File: config.mk
export PLATFORM = sky130hd
export DESIGN_NAME = nasti_narrower_w_splitter
export DESIGN_NICKNAME = d
export VERILOG_FILES = /design/src/rtl/nasti_narrower_pkg.sv /design/src/rtl/nasti_lane_select.sv /design/src/rtl/nasti_narrower_w_splitter.sv
export SDC_FILE = /design/constraint.sdc
export NUM_CORES = 1
export LEC_CHECK = 0
export ABC_AREA = 1
export CAP_MARGIN = 15
export CORE_ASPECT_RATIO = 0.7
export CORE_UTILIZATION = 45
export DETAILED_ROUTE_END_ITERATION = 8
export PLACE_DENSITY_LB_ADDON = 0.08
export SYNTH_ARGS = -nofsm -noshare
export SYNTH_HDL_FRONTEND = slang
export SYNTH_SLANG_ARGS = --single-unit
File: constraint.sdc
create_clock -name clk -period 2.5 [get_ports clk]
set_input_delay 0.25 -clock clk [delete_from_list [all_inputs] [get_ports clk]]
set_output_delay 0.25 -clock clk [all_outputs]
set_load 0.05 [all_outputs]
File: src/rtl/nasti_narrower_pkg.sv
// Shared definitions for the NASTI narrower writer/reader datapaths.
//   - state_e        : splitter FSM states
//   - bytes_log2     : log2 of a bus width in bytes (gives SC / MC)
//   - slave_size     : per-narrow-beat size, min(size, sc)
//   - slave_step     : byte increment between narrow beats
//   - need_new_beat  : does the next narrow address start a new wide beat
// Address helpers only look at the low 8 address bits: a 3-bit size can
// span at most 128 bytes, so no higher bit ever matters.
package nasti_narrower_pkg;

    typedef enum logic [1:0] {
        S_IDLE = 2'd0,
        S_LOAD = 2'd1,
        S_SEND = 2'd2
    } state_e;

    function automatic int bytes_log2(input int width_bits);
        return $clog2(width_bits / 8);
    endfunction

    function automatic logic [2:0] slave_size(input logic [2:0] size, input int sc);
        if (int'(size) > sc) return 3'(sc);
        return size;
    endfunction

    function automatic logic [7:0] slave_step(input logic [2:0] size, input int sc);
        return 8'd1 << slave_size(size, sc);
    endfunction

    // A wide beat holding several narrow lanes is exhausted once the next
    // address wraps back to the first narrow lane inside the wide beat.
    function automatic logic need_new_beat(input logic [7:0] addr_lo,
                                           input logic [2:0] size,
                                           input int         sc);
        logic [7:0] mask;
        if (int'(size) <= sc) return 1'b1;
        mask = ((8'd1 << size) - 8'd1) & ~((8'd1 << sc) - 8'd1);
        return (addr_lo & mask) == 8'd0;
    endfunction

endpackage

File: src/rtl/nasti_lane_select.sv
// Combinational lane slicer: picks one OUT_W-bit lane (and its strobes)
// out of an IN_W-bit wide word.
//   in_data/in_strb   : wide word and its byte strobes
//   lane              : lane index (LSB lane = 0)
//   out_data/out_strb : selected lane
module nasti_lane_select #(
    parameter int IN_W   = 64,
    parameter int OUT_W  = 32,
    parameter int LANE_W = 1
) (
    input  logic [IN_W-1:0]    in_data,
    input  logic [IN_W/8-1:0]  in_strb,
    input  logic [LANE_W-1:0]  lane,
    output logic [OUT_W-1:0]   out_data,
    output logic [OUT_W/8-1:0] out_strb
);
    localparam int NL = IN_W / OUT_W;
    localparam int OB = OUT_W / 8;

    always_comb begin
        out_data = '0;
        out_strb = '0;
        for (int i = 0; i < NL; i++) begin
            if (lane == LANE_W'(i)) begin
                out_data = in_data[i*OUT_W +: OUT_W];
                out_strb = in_strb[i*OB +: OB];
            end
        end
    end

endmodule

File: src/rtl/nasti_narrower_w_splitter.sv
// Write-data splitter for the NASTI narrower: takes one command per burst
// (start address, master beat size, slave beat count - 1) and turns wide
// master W beats into narrow slave W beats.
//   cmd_*      : burst command, accepted only while idle
//   master_w_* : wide W channel in (one beat held at a time)
//   slave_w_*  : narrow W channel out, driven only from the hold register
//   proto_err  : sticky master_w_last mismatch flag
// Optional feature: define NASTI_NARROWER_W_CHECK_EN to enable the
// master_w_last consistency check; otherwise proto_err is tied to 0.
// The slave burst length comes only from cmd_len; master_w_last never
// changes it. ADDR_WIDTH must be at least 8.
module nasti_narrower_w_splitter
    import nasti_narrower_pkg::*;
#(
    parameter int ADDR_WIDTH        = 32,
    parameter int MASTER_DATA_WIDTH = 64,
    parameter int SLAVE_DATA_WIDTH  = 32,
    parameter int USER_WIDTH        = 1
) (
    input  logic                           clk,
    input  logic                           rstn,
    input  logic [ADDR_WIDTH-1:0]          cmd_addr,
    input  logic [2:0]                     cmd_size,
    input  logic [7:0]                     cmd_len,
    input  logic                           cmd_valid,
    output logic                           cmd_ready,
    input  logic [MASTER_DATA_WIDTH-1:0]   master_w_data,
    input  logic [MASTER_DATA_WIDTH/8-1:0] master_w_strb,
    input  logic                           master_w_last,
    input  logic [USER_WIDTH-1:0]          master_w_user,
    input  logic                           master_w_valid,
    output logic                           master_w_ready,
    output logic [SLAVE_DATA_WIDTH-1:0]    slave_w_data,
    output logic [SLAVE_DATA_WIDTH/8-1:0]  slave_w_strb,
    output logic                           slave_w_last,
    output logic [USER_WIDTH-1:0]          slave_w_user,
    output logic                           slave_w_valid,
    input  logic                           slave_w_ready,
    output logic                           proto_err
);
    localparam int SC     = bytes_log2(SLAVE_DATA_WIDTH);
    localparam int MC     = bytes_log2(MASTER_DATA_WIDTH);
    localparam int LANE_W = (MC > SC) ? (MC - SC) : 1;
    localparam int MB     = MASTER_DATA_WIDTH / 8;

    state_e                         state_q, state_d;
    logic [ADDR_WIDTH-1:0]          addr_q, addr_d;
    logic [2:0]                     size_q, size_d;
    logic [7:0]                     len_q, len_d;
    logic [7:0]                     cnt_q, cnt_d;
    logic [MASTER_DATA_WIDTH-1:0]   hold_data_q, hold_data_d;
    logic [MB-1:0]                  hold_strb_q, hold_strb_d;
    logic                           hold_last_q, hold_last_d;
    logic [USER_WIDTH-1:0]          hold_user_q, hold_user_d;

    logic [ADDR_WIDTH-1:0]          step;
    logic [ADDR_WIDTH-1:0]          next_addr;
    logic                           last_beat;
    logic                           need_new;
    logic                           slave_hs;
    logic [LANE_W-1:0]              lane;

    // Next narrow address: align down to the narrow step, then advance.
    assign step      = ADDR_WIDTH'(slave_step(size_q, SC));
    assign next_addr = (addr_q & ~(step - 1'b1)) + step;
    assign need_new  = need_new_beat(next_addr[7:0], size_q, SC);
    assign last_beat = (cnt_q == len_q);
    assign slave_hs  = (state_q == S_SEND) && slave_w_ready;

    generate
        if (MC == SC) begin : g_one_lane
            assign lane = '0;
        end else begin : g_lanes
            assign lane = addr_q[MC-1:SC];
        end
    endgenerate

    nasti_lane_select #(
        .IN_W   (MASTER_DATA_WIDTH),
        .OUT_W  (SLAVE_DATA_WIDTH),
        .LANE_W (LANE_W)
    ) u_lane_select (
        .in_data  (hold_data_q),
        .in_strb  (hold_strb_q),
        .lane     (lane),
        .out_data (slave_w_data),
        .out_strb (slave_w_strb)
    );

    // State and datapath registers.
    always_ff @(posedge clk) begin
        if (!rstn) begin
            state_q     <= S_IDLE;
            addr_q      <= '0;
            size_q      <= '0;
            len_q       <= '0;
            cnt_q       <= '0;
            hold_data_q <= '0;
            hold_strb_q <= '0;
            hold_last_q <= 1'b0;
            hold_user_q <= '0;
        end else begin
            state_q     <= state_d;
            addr_q      <= addr_d;
            size_q      <= size_d;
            len_q       <= len_d;
            cnt_q       <= cnt_d;
            hold_data_q <= hold_data_d;
            hold_strb_q <= hold_strb_d;
            hold_last_q <= hold_last_d;
            hold_user_q <= hold_user_d;
        end
    end

    // Next-state logic.
    always_comb begin
        state_d = state_q;
        case (state_q)
            S_IDLE: if (cmd_valid)      state_d = S_LOAD;
            S_LOAD: if (master_w_valid) state_d = S_SEND;
            S_SEND: begin
                if (slave_w_ready) begin
                    if (last_beat)     state_d = S_IDLE;
                    else if (need_new) state_d = S_LOAD;
                end
            end
            default: state_d = S_IDLE;
        endcase
    end

    // Datapath updates.
    always_comb begin
        addr_d      = addr_q;
        size_d      = size_q;
        len_d       = len_q;
        cnt_d       = cnt_q;
        hold_data_d = hold_data_q;
        hold_strb_d = hold_strb_q;
        hold_last_d = hold_last_q;
        hold_user_d = hold_user_q;
        if (state_q == S_IDLE && cmd_valid) begin
            addr_d = cmd_addr;
            size_d = cmd_size;
            len_d  = cmd_len;
            cnt_d  = '0;
        end
        if (state_q == S_LOAD && master_w_valid) begin
            hold_data_d = master_w_data;
            hold_strb_d = master_w_strb;
            hold_last_d = master_w_last;
            hold_user_d = master_w_user;
        end
        if (slave_hs) begin
            addr_d = next_addr;
            cnt_d  = cnt_q + 8'd1;
        end
    end

    // Outputs.
    always_comb begin
        cmd_ready      = (state_q == S_IDLE);
        master_w_ready = (state_q == S_LOAD);
        slave_w_valid  = (state_q == S_SEND);
        slave_w_last   = (state_q == S_SEND) && last_beat;
        slave_w_user   = hold_user_q;
    end

`ifdef NASTI_NARROWER_W_CHECK_EN
    logic proto_err_q, proto_err_d;
    logic viol_early, viol_final;

    // Early: held beat claims last, yet the burst still needs another wide beat.
    // Final: the burst ends on a held beat that did not claim last.
    assign viol_early = slave_hs && !last_beat && need_new && hold_last_q;
    assign viol_final = slave_hs && last_beat && !hold_last_q;

    always_comb begin
        proto_err_d = proto_err_q | viol_early | viol_final;
    end

    always_ff @(posedge clk) begin
        if (!rstn) proto_err_q <= 1'b0;
        else       proto_err_q <= proto_err_d;
    end

    always_ff @(posedge clk) begin
        if (rstn && viol_early) $error("master_w_last asserted before the slave burst ends");
        if (rstn && viol_final) $error("slave burst ended on a master beat without last");
    end

    assign proto_err = proto_err_q;
`else
    logic unused_hold_last;
    assign unused_hold_last = hold_last_q;
    assign proto_err        = 1'b0;
`endif

endmodule

==> run_results.csv <==
group,metric,value,unit
run_status,status,"finished, final reports clean",
clocking,clk_pin_slew,70,ps
setup_path,critPathLaunchType,"flip-flop",
setup_path,crit_chain,"buf_12 > nand2_1 > o21ai_0 > clkdlybuf4s50_1",
power_and_ir_drop,seqPwrFrac,0.384,
sta,fin_crit,2340,ps
drt,drc,0,
power_and_ir_drop,p_per_area,763,nW/um^2
drt,vias,4641,
final_layout,nets,881,
synthesis,syn_area_per_cell,7.10,um^2
sta,final-max-slew-violation-count,0,
clocking,clock-sinks,101,
die,initial_utilization,0.466,
global_routing,first_global_vias,4245,
setup_path,endpoint_kind,"output port",
synthesis,synth_top_area_frac,0.445,
clocking,cts_root_buf,"clkbuf_16",
power_and_ir_drop,vdd_drop_max,0.387,mV
power_and_ir_drop,intPower,3.32,mW
synthesis,synthTopCellsByArea,"dfxtp_1, o21ai_0, nand2_1, a21oi_1, nand3_1",
sta,grt_setup_unrepaired,"false",
clocking,cts_tree,"done",
synthesis,synth_cell_types,38,
sta,max_freq,427,MHz
synthesis,syn_inst,640,
min_path,hold_class,"input pin to flip-flop",
synthesis,ys.flop_type,"dfxtp_1",
setup_path,required,2250,ps
sta,setup_violations,0,
setup_path,slowest_delay,830,ps
clocking,cts-buffers-inserted,9,
setup_path,crit_family,"buffers and inverters",
global_routing,grt_max_degree,64,
die,ioPinCount,164,
synthesis,synth_edf_count,0,
final_layout,num_antenna_cells,0,
global_routing,grt_usage,0.247,
synthesis,synth-seq-cells,101,
final_layout,drive_gt1_frac,0.0855,
final_layout,synthToLayoutAreaGrowth,39.9,%
run,cap_violations,0,
sta,fin_setup_tns,0,ps
sta,fin_skew,6.49,ps
power_and_ir_drop,power_switching,1.53,mW
synthesis,synth_top_cell_by_area,"dfxtp_1",
global_routing,overflow,0,
drt,post_drt_wl_per_cell,14.3,um
global_routing,grt_pass1_wl,20000,um
setup_path,crit_slowest_cell,"clkdlybuf4s50_1",
sta,max-slew-margin-rel,0.658,
drt,drt-pass1-iter-count,5,
die,design.die.area,10500,um^2
die,rows,30,
setup_path,path_max_fanout,31,
sta,worst_slew_pin_slew,511,ps
placed_design,dp_hpwl,8560,um
placed_design,numPortBuffers,136,
power_and_ir_drop,clockPowerShare,0.340,
setup_path,worstPathBufferInverterCount,2,
sta,hold_viol_final,0,
clocking,clock_latency,340,ps
min_path,hold_start,"rstn",
drt,wirelength,12700,um
sta,timing.final.crit_share,0.938,
power_and_ir_drop,leakage,2.44,nW
drt,dr.first_iter.drc_count,284,
setup_path,cp-startpoint,"addr_q[2]$_SDFFE_PN0P_",
synthesis,ys_seq_area_frac,0.445,
clocking,htree_levels,3,
power_and_ir_drop,sw_frac_of_total,0.316,
drt,via_per_inst,5.23,
synthesis,yosys_warnings,0,
clocking,clock_path_buffers,2,
setup_path,worst-setup-path-type,"flip-flop to output port",
placed_design,place_congestion,0.825,
setup_path,reg2reg_from,"size_q[1]$_SDFFE_PN0P_",
die,die_x,122,um
sta,timing.final.ws_setup,155,ps
power_and_ir_drop,comb_power_share,0.276,
synthesis,syn_area,4540,um^2
drt,antenna_left,0,
die,die_h,86.1,um
global_routing,antenna_found_initial,0,
die,core-area,9760,um^2
setup_path,arrival,2090,ps
final_layout,fillers,867,
synthesis,synth-async-reset-ratio,0,
placed_design,post-place-ws,478,ps
cells in the mapped netlist, types with 2 or more instances:
| library cell | number |
|---|---|
| nand3_1 | 55 |
| nand2_1 | 116 |
| dfxtp_1 | 101 |
| o21ai_0 | 89 |
| nor2_1 | 35 |
| or2_2 | 2 |
| a21oi_1 | 83 |
| a31oi_1 | 5 |
| buf_1 | 3 |
| buf_2 | 5 |
| xnor2_1 | 4 |
| nor2_2 | 2 |
| xor2_1 | 3 |
| nand2_2 | 7 |
| clkbuf_1 | 36 |
| nor3_1 | 6 |
| nand4_1 | 3 |
| inv_2 | 2 |
| a211oi_1 | 3 |
| inv_1 | 59 |
| ha_1 | 4 |
flip-flops by register name (all words and copies together) (netlist names):
signal,count
hold_data_q,64
state_q,2
size_q,3
hold_strb_q,8
cnt_q,8
len_q,8
addr_q,7
slave_w_user,1
routing by layer:
layer  global-route usage  part of all wire  up-vias
li1                     -                 -     2332
met1                0.332              0.47     2135
met2                0.391              0.44      162
met3               0.0572             0.078       12
met4               0.0787             0.013        0
met5                    0                 0        -
worst min-delay path, delay by kind of cell:
kind / cells / cell delay, ps
buffers and inverters: 2 / 300
AOI/OAI and AO/OA: 1 / 180
what timing repair did:
item,4_1_cts,5_1_grt
gates resized for setup,0,2
endpoints found under the setup margin,0,2
endpoints found under the hold margin,0,0
hold buffers,0,0
buffers inserted,0,0
cell families (layout without fill, tap and decap cells):
group / Yosys count / after routing / share of synthesized area
buf+inv: 107 / 225 / 0.0906
simple gates: 231 / 231 / 0.220
xor+xnor: 7 / 7 / 0.0135
other cells: 1 / 3 / 0.000825
fa+ha+maj: 4 / 4 / 0.0110
compound gates: 189 / 189 / 0.219
flops: 101 / 101 / 0.445
final timing paths:
check	endpoint	slack [ps]	depth (start not counted)
max	slave_w_data[24]	160	4
min	hold_data_q[63]$_SDFFE_PN0P_	420	3
max reg2reg	state_q[0]$_SDFFE_PN0P_	440	15
min reg2reg	hold_data_q[20]$_SDFFE_PN0P_	450	2
area by class of cell:
class | instances | area [um^2] | share of cell area
inverters | 62 | 233 | 0.0366
clock inverters | 3 | 90.1 | 0.0142
clock buffers | 13 | 270 | 0.0425
multi-input cells | 434 | 2130 | 0.335
flip-flops and latches | 101 | 2020 | 0.318
well taps | 128 | 160 | 0.0252
repair buffers | 147 | 1450 | 0.228
through the flow:
stage / area [um^2] / util / total power [mW] / hold WS (ps) / instances
floorplan: 4550 / - / 2.73 / 415 / 642
CTS: 6350 / 0.651 / 4.88 / 416 / 888
global route: 6360 / 0.652 / 5.08 / 464 / 888
finish: 6360 / 0.652 / 4.85 / 418 / 888
global placement: 5990 / 0.614 / 3.20 / 434 / 872
detailed placement: 5990 / 0.614 / 3.23 / 439 / 872
power groups by stage:
stage	clock network, mW	registers (mW)	logic [mW]
after floorplan	0	1.87	0.853
after global placement	0	1.89	1.31
after detailed placement	0	1.90	1.33
after CTS	1.68	1.86	1.34
after global routing	1.74	1.88	1.45
final	1.65	1.86	1.34
cell usage in the layout, fill, tap and decap left out, types with 4 or more instances in the layout:
cell             count
dfxtp_1            100
ha_1                 4
clkdlybuf4s50_1    116
buf_12               4
xnor2_1              4
nand3_1             55
nand2_1            115
o21ai_0             89
nor3_1               6
nor2_1              34
a21oi_1             83
clkbuf_16            9
inv_1               59
a31oi_1              5
buf_4               23
nand2_2              7
No activity file was read; power rests on OpenSTA's default activity.
